<file path="config.mk">
export PLATFORM = sky130hd
export DESIGN_NAME = rotate_fb_sched
export DESIGN_NICKNAME = d
export VERILOG_FILES = /design/src/rtl/rotate_fb_sched.sv
export SDC_FILE = /design/constraint.sdc
export NUM_CORES = 1
export LEC_CHECK = 0
export CELL_PAD_IN_SITES_DETAIL_PLACEMENT = 1
export CELL_PAD_IN_SITES_GLOBAL_PLACEMENT = 2
export CORE_ASPECT_RATIO = 0.75
export CORE_MARGIN = 1.5
export CORE_UTILIZATION = 28
export CTS_CLUSTER_DIAMETER = 50
export CTS_CLUSTER_SIZE = 24
export DETAILED_ROUTE_END_ITERATION = 12
export PLACE_DENSITY = 0.86
export SETUP_SLACK_MARGIN = 0.3
export SLEW_MARGIN = 40
export SYNTH_ARGS = -nofsm -noshare
export SYNTH_HDL_FRONTEND = slang
export SYNTH_SLANG_ARGS = --single-unit
</file>
<file path="constraint.sdc">
create_clock -name clk -period 3.6 [get_ports clk]
set_input_delay 0.72 -clock clk [delete_from_list [all_inputs] [get_ports clk]]
set_output_delay 0.72 -clock clk [all_outputs]
set_load 0.01 [all_outputs]
</file>
<file path="src/rtl/rotate_fb_sched.sv">
// -----------------------------------------------------------------------------
// rotate_fb_sched
//
// Frame-buffer scheduler for the rotation frame store. It tracks the role of
// each buffer slot (FREE / WRITING / READY / READING). From that it picks the
// slot the input-side writer fills and the slot the output-side scanner reads.
// It also drives the base addresses of the RAM write and read address
// generators. NBUF=3 gives triple buffering: frames are dropped or repeated,
// but never torn. NBUF=2 gives double buffering: the writer idles for a frame
// when the reader still holds the only other slot.
//
// Ports
//   clk         video clock, rising edge
//   reset_n     synchronous active-low reset
//   wr_vblank   input-side vblank (level); its rising edge completes a frame
//   rd_start    one-cycle pulse: the scanner begins a new frame
//   clr_cnt     synchronous clear of drop_cnt / rep_cnt
//   wr_allow    writer may store pixels this frame (gates RAM write enable)
//   wr_buf      slot index being written
//   wr_base     wr_buf*BUFSIZE
//   rd_buf      slot index being read
//   rd_base     rd_buf*BUFSIZE
//   rd_fresh    one-cycle pulse: rd_start was served with a new frame
//   drop_cnt    completed frames never displayed (saturating)
//   rep_cnt     rd_start events served with a repeated frame (saturating)
//   slot_state  per-slot state, slot i at bits [2i+1:2i]
// -----------------------------------------------------------------------------
module rotate_fb_sched #(
  parameter int NBUF    = 3,
  parameter int BUFSIZE = 76800,
  parameter int AW      = 18,
  parameter int CW      = 8
) (
  input  logic              clk,
  input  logic              reset_n,
  input  logic              wr_vblank,
  input  logic              rd_start,
  input  logic              clr_cnt,
  output logic              wr_allow,
  output logic [1:0]        wr_buf,
  output logic [AW-1:0]     wr_base,
  output logic [1:0]        rd_buf,
  output logic [AW-1:0]     rd_base,
  output logic              rd_fresh,
  output logic [CW-1:0]     drop_cnt,
  output logic [CW-1:0]     rep_cnt,
  output logic [2*NBUF-1:0] slot_state
);

  typedef enum logic [1:0] {
    FREE    = 2'd0,
    WRITING = 2'd1,
    READY   = 2'd2,
    READING = 2'd3
  } slot_e;

  slot_e         r_slot [NBUF];
  logic          r_vb_prev;
  logic          r_wr_allow;
  logic [1:0]    r_wr_buf;
  logic [AW-1:0] r_wr_base;
  logic [1:0]    r_rd_buf;
  logic [AW-1:0] r_rd_base;
  logic          r_rd_fresh;
  logic [CW-1:0] r_drop_cnt;
  logic [CW-1:0] r_rep_cnt;

  slot_e         w_slot_nxt [NBUF];
  logic          w_wr_evt;
  logic          w_have_wr;
  logic          w_found_free;
  logic          w_found_ready;
  logic          w_drop;
  logic          w_rep;
  logic          w_fresh;
  logic          w_allow_nxt;
  logic [1:0]    w_wr_buf_nxt;
  logic [1:0]    w_rd_buf_nxt;
  logic [AW-1:0] w_wr_base_nxt;
  logic [AW-1:0] w_rd_base_nxt;

  // A frame completes on the rising edge of the input-side vblank.
  assign w_wr_evt = wr_vblank & ~r_vb_prev;

  // Next-state resolution. The write event is applied first. The read event
  // then works on the post-write slot states, so a frame completed in the
  // same cycle is shown at once. The writer's acquisition has already been
  // made, so it cannot grab the slot the reader frees in that cycle.
  always_comb begin
    // NOTE: every signal assigned here gets a default first, so no path
    // leaves a value unassigned and no latch is inferred.
    w_slot_nxt    = r_slot;
    w_wr_buf_nxt  = r_wr_buf;
    w_rd_buf_nxt  = r_rd_buf;
    w_allow_nxt   = r_wr_allow;
    w_have_wr     = 1'b0;
    w_found_free  = 1'b0;
    w_found_ready = 1'b0;
    w_drop        = 1'b0;
    w_rep         = 1'b0;
    w_fresh       = 1'b0;

    if (w_wr_evt) begin
      for (int i = 0; i < NBUF; i++) begin
        if (r_slot[i] == WRITING) w_have_wr = 1'b1;
      end
      // Only a genuinely written frame can push out an undisplayed one.
      // An idle writer completed nothing, so the READY frame survives.
      if (w_have_wr) begin
        for (int i = 0; i < NBUF; i++) begin
          if (r_slot[i] == READY) begin
            w_slot_nxt[i] = FREE;
            w_drop        = 1'b1;
          end else if (r_slot[i] == WRITING) begin
            w_slot_nxt[i] = READY;
          end
        end
      end
      // Acquisition happens only here, at a frame boundary, so a writer that
      // was idle never starts halfway through a frame.
      for (int i = 0; i < NBUF; i++) begin
        if (!w_found_free && w_slot_nxt[i] == FREE) begin
          w_found_free  = 1'b1;
          w_slot_nxt[i] = WRITING;
          w_wr_buf_nxt  = 2'(i);
        end
      end
      w_allow_nxt = w_found_free;
    end

    if (rd_start) begin
      for (int i = 0; i < NBUF; i++) begin
        if (w_slot_nxt[i] == READY) begin
          w_found_ready = 1'b1;
          w_rd_buf_nxt  = 2'(i);
        end
      end
      if (w_found_ready) begin
        for (int i = 0; i < NBUF; i++) begin
          if (w_slot_nxt[i] == READING)    w_slot_nxt[i] = FREE;
          else if (w_slot_nxt[i] == READY) w_slot_nxt[i] = READING;
        end
        w_fresh = 1'b1;
      end else begin
        w_rep = 1'b1;
      end
    end
  end

  // Bases are derived from the next index and registered alongside it, so
  // index and base always change on the same edge.
  assign w_wr_base_nxt = AW'(BUFSIZE) * AW'(w_wr_buf_nxt);
  assign w_rd_base_nxt = AW'(BUFSIZE) * AW'(w_rd_buf_nxt);

  // NOTE: sequential state uses non-blocking assignments so every register
  // samples the pre-edge values, independent of statement order.
  always_ff @(posedge clk) begin
    if (!reset_n) begin
      // NOTE: the slot table is control state, not data storage, so it is
      // reset entry by entry to a consistent writer/reader assignment.
      for (int i = 0; i < NBUF; i++) begin
        if (i == 0)      r_slot[i] <= WRITING;
        else if (i == 1) r_slot[i] <= READING;
        else             r_slot[i] <= FREE;
      end
      // Treat vblank as already high, so a level present at release is not an edge.
      r_vb_prev  <= 1'b1;
      r_wr_allow <= 1'b1;
      r_wr_buf   <= 2'd0;
      r_wr_base  <= '0;
      r_rd_buf   <= 2'd1;
      r_rd_base  <= AW'(BUFSIZE);
      r_rd_fresh <= 1'b0;
      r_drop_cnt <= '0;
      r_rep_cnt  <= '0;
    end else begin
      r_slot     <= w_slot_nxt;
      r_vb_prev  <= wr_vblank;
      r_wr_allow <= w_allow_nxt;
      r_wr_buf   <= w_wr_buf_nxt;
      r_wr_base  <= w_wr_base_nxt;
      r_rd_buf   <= w_rd_buf_nxt;
      r_rd_base  <= w_rd_base_nxt;
      r_rd_fresh <= w_fresh;

      if (clr_cnt)                           r_drop_cnt <= '0;
      else if (w_drop && (r_drop_cnt != '1)) r_drop_cnt <= r_drop_cnt + CW'(1);

      if (clr_cnt)                         r_rep_cnt <= '0;
      else if (w_rep && (r_rep_cnt != '1)) r_rep_cnt <= r_rep_cnt + CW'(1);
    end
  end

  always_comb begin
    slot_state = '0;
    for (int i = 0; i < NBUF; i++) begin
      slot_state[2*i +: 2] = r_slot[i];
    end
  end

  assign wr_allow = r_wr_allow;
  assign wr_buf   = r_wr_buf;
  assign wr_base  = r_wr_base;
  assign rd_buf   = r_rd_buf;
  assign rd_base  = r_rd_base;
  assign rd_fresh = r_rd_fresh;
  assign drop_cnt = r_drop_cnt;
  assign rep_cnt  = r_rep_cnt;

endmodule

</file>
==> results by group <==
Setup path
  – R2r setup slk: approximately 880 ps
  – Reg2reg path depth: 9
  – Critical Path, Cell by Cell: clkdlybuf4s50_1 -> nor2b_2 -> nand2_1 -> a22oi_1 -> inv_1 -> ha_1 -> nor3_1 -> o211ai_2 -> or3_1 -> a21oi_1
  – Critical Path Slowest Stage Cell: clkdlybuf4s50_1
  – Critical Path End Type: flop
  – Crit path largest cell delay: 510 ps
  – Worst reg2reg path startpoint: slot_state[3]$_SDFF_PN1_
  – Critical path type: input pin to flop
  – Worst Path Max Fanout: 10
  – CP startpoint: wr_vblank
  – Worst Path Buf+Inv: 2
  – Required time of the worst setup path: roughly 3800 ps
  – CP delay by family, top: simple AND/OR/NAND/NOR gates
  – Crit path DAT: roughly 3300 ps
  – CP Launch Type: input pin
  – Worst R2R End: rep_cnt[4]$_SDFFE_PP0P_
  – CP endpoint: rep_cnt[4]$_SDFFE_PP0P_
  – Cell count along the critical path: 10

Routing
  – Drt drc: 0
  – Initial DRT Pass Iterations: 4
  – Antenna-violating nets left: 0
  – WL/cell: 13.3 um
  – DR vias: ~1800
  – DRT Wirelength: ~5000 um
  – Detailed Route Iter0 Violations: 52
  – Vias per cell: roughly 4.6

Timing
  – Final TNS setup: 0 ps
  – Final Hold Violating Endpoints: 0
  – Clk_skew: slightly above 6 ps
  – Slew HR: 0.656
  – Final period utilization: 0.861
  – Final number of setup-violating endpoints: 0
  – Max Clk Rate: 0.323 GHz
  – Post-layout min period: about 3100 ps
  – Unrepaired setup endpoints after global routing: false
  – Slew Limit Fails: 0
  – Worst slew pin tran: 512 ps

Die
  – Row count: 26
  – Top Ports: roughly 70
  – DIE HEIGHT: roughly 77 um
  – Core area: 6960 um^2
  – Starting Density: 0.295
  – Die width: 102 um
  – Die footprint: roughly 8000 um^2

Clocking
  – CTS root buf: clkbuf_8
  – CTS tree: yes
  – H-tree depth: 2
  – Hold_buf cts: 0
  – Worst-path clk slew: approximately 80 ps
  – TritonCTS Sinks: 37
  – Total CTS buffers: 5
  – Worst-Skew Late Latency: between 200 and 300 ps
  – CTS Buffer Depth: 2

Yosys
  – Simple-gate share of the synthesized area: 0.234
  – Syn Area/Cell: approximately 8.5 um^2
  – Yosys cell types: 51
  – Leading area contributor after synthesis: dfxtp_1
  – Synth Area in Compound Gates: 0.186
  – Number of flops mapped to enable cells by yosys: 0
  – Post-Syn Area: 2060 um^2
  – Share of the synthesized area in the top cell type: 0.360
  – Top-count cell post-synth: dfxtp_1
  – Fraction of registers with async set or reset after synthesis: 0
  – Mux contribution to synthesized area: 0.0103
  – Dominant cells by area after synthesis: dfxtp_1 36%, buf_4 10%, ha_1 5.5%
  – Seq cells post-synth: 37
  – Adder-cell share of the synthesized area: 0.0548
  – Register area share after synthesis: 0.360
  – Syn Inst Count: between 200 and 250
  – Ys flop type: dfxtp_1
  – Synth top cells by count: 37 x dfxtp_1, 28 x buf_4, 19 x nand2_1, 19 x nor2_1
  – Yosys Warn Count: 0
  – Xor and xnor area share after synthesis: 0.0213
  – Combinational family with the most area after synthesis: simple AND/OR/NAND/NOR gates

Layout
  – Ratio of cells with drive above 1 in the final layout: 0.0737
  – Final instance area: ~2600 um^2
  – Area Growth Syn to Fin: 26.7%
  – Net count, final: 298
  – Multi-input gate area: between 1000 and 1500 um^2
  – Seq. cell area: 741 um^2
  – Fillers: about 840
  – Antenna fix cells: 0

Placed design
  – Final GP Congestion: 0.747
  – I/O Buffers: between 40 and 50
  – DP Area: 2500 um^2
  – HPWL Detailed: about 4000 um

Global routing
  – Largest net degree at the start of global routing: 13
  – Vias in the first global route: around 1700
  – First-pass GRT wire length: 8540 um
  – GRT Resource Usage Total: 0.138
  – GRT Residual Overflow: 0
  – Antenna violations before repair: 0

Run status
  – Outcome: completed

Hold path
  – HP Class: flop to flop
  – HP Start: drop_cnt[6]$_SDFFE_PP0P_
  – WHS Path Cells: 2

Power and ir drop
  – Power Density: a little under 400 nW/um^2
  – Leak: 1.01 nW
  – VDD IR-drop max: ~120 uV

Job
  – Max-cap violations: 0
[worst register-to-register path, cell delays in order (launching register included)]
cell and delay [ps]:
dfxtp_1 400, nand2b_1 330, and3_4 260, nor3_1 170, o21ai_0 150, ha_1 290
nor3_1 250, o211ai_2 270, or3_1 410, a21oi_1 140
[worst min path at each step]
stage / endpoint / slack, ps
global placement: drop_cnt[7]$_SDFFE_PP0P_ / 520
global route: rep_cnt[6]$_SDFFE_PP0P_ / 590
floorplan: drop_cnt[7]$_SDFFE_PP0P_ / 520
detailed placement: rep_cnt[4]$_SDFFE_PP0P_ / 540
finish: drop_cnt[6]$_SDFFE_PP0P_ / 550
CTS: drop_cnt[6]$_SDFFE_PP0P_ / 550
[per-layer routing]
| layer | vias up | share of wire | global-route usage |
|---|---|---|---|
| li1 | 889 | - | - |
| met4 | 0 | 0.0071 | 0.0370 |
| met2 | 44 | 0.43 | 0.205 |
| met3 | 5 | 0.044 | 0.0328 |
| met1 | 815 | 0.52 | 0.197 |
| met5 | - | 0 | 0 |
[per-stage QoR]
stage               setup slack [ps]  std cells   util  power [W]  hold slack [ps]
detailed placement              37.8        375  0.360   0.000699              538
finish                           502        383  0.374    0.00100              545
floorplan                       1090        262      -   0.000627              524
global route                     311        383  0.374    0.00107              588
CTS                              336        383  0.374    0.00102              550
global placement                 173        375  0.360   0.000693              517
[cell usage in the layout, fill, tap and decap left out, types with 3 or more instances in the layout]
cell	count
xnor2_1	4
and3_1	3
or2_2	4
conb_1	20
or3_1	5
nand3_1	7
a21oi_1	11
clkbuf_8	6
clkdlybuf4s50_1	48
o21ai_0	9
inv_1	8
nand2_1	19
nor3_1	7
nor2_1	19
o211ai_1	3
dfxtp_1	37
nand2b_1	11
and2_1	4
o31ai_1	4
nand4_1	4
ha_1	9
a31oi_1	4
[final cells by class]
type | instances | share of cell area
clock buffer | 6 | 0.0317
clock inverter | 2 | 0.00529
inverter | 8 | 0.0115
multi-input combinational | 182 | 0.430
sequential | 37 | 0.284
tap | 98 | 0.0471
timing repair buffer | 50 | 0.190
[cells by family after synthesis]
family / count (synthesis)
AND/OR/NAND/NOR: 92
AO/OA/AOI/OAI: 54
buffers and inverters: 43
flip-flops: 37
adder cells (fa/ha/maj): 9
XOR/XNOR: 5
multiplexers: 2
other: 1
[repair_timing]
item | CTS | global route
endpoints found under the hold margin | 0 | 0
resized for setup | 0 | 1
endpoints found under the setup margin | 0 | 6
buffers inserted | 0 | 0
[power by group]
group,switching (W),internal [W],total [W]
Clock,0.000156,0.000155,0.000312
Sequential,0.0000276,0.000430,0.000458
Combinational,0.000126,0.000105,0.000231
[flip-flops by register name, indices dropped and copies added (netlist names)]
signal / count
drop_cnt: 8
r_vb_prev: 1
rd_base: 4
rd_buf: 2
rd_fresh: 1
rep_cnt: 8
slot_state: 6
wr_allow: 1
wr_base: 4
wr_buf: 2
Power figures use the tool's default switching activity.
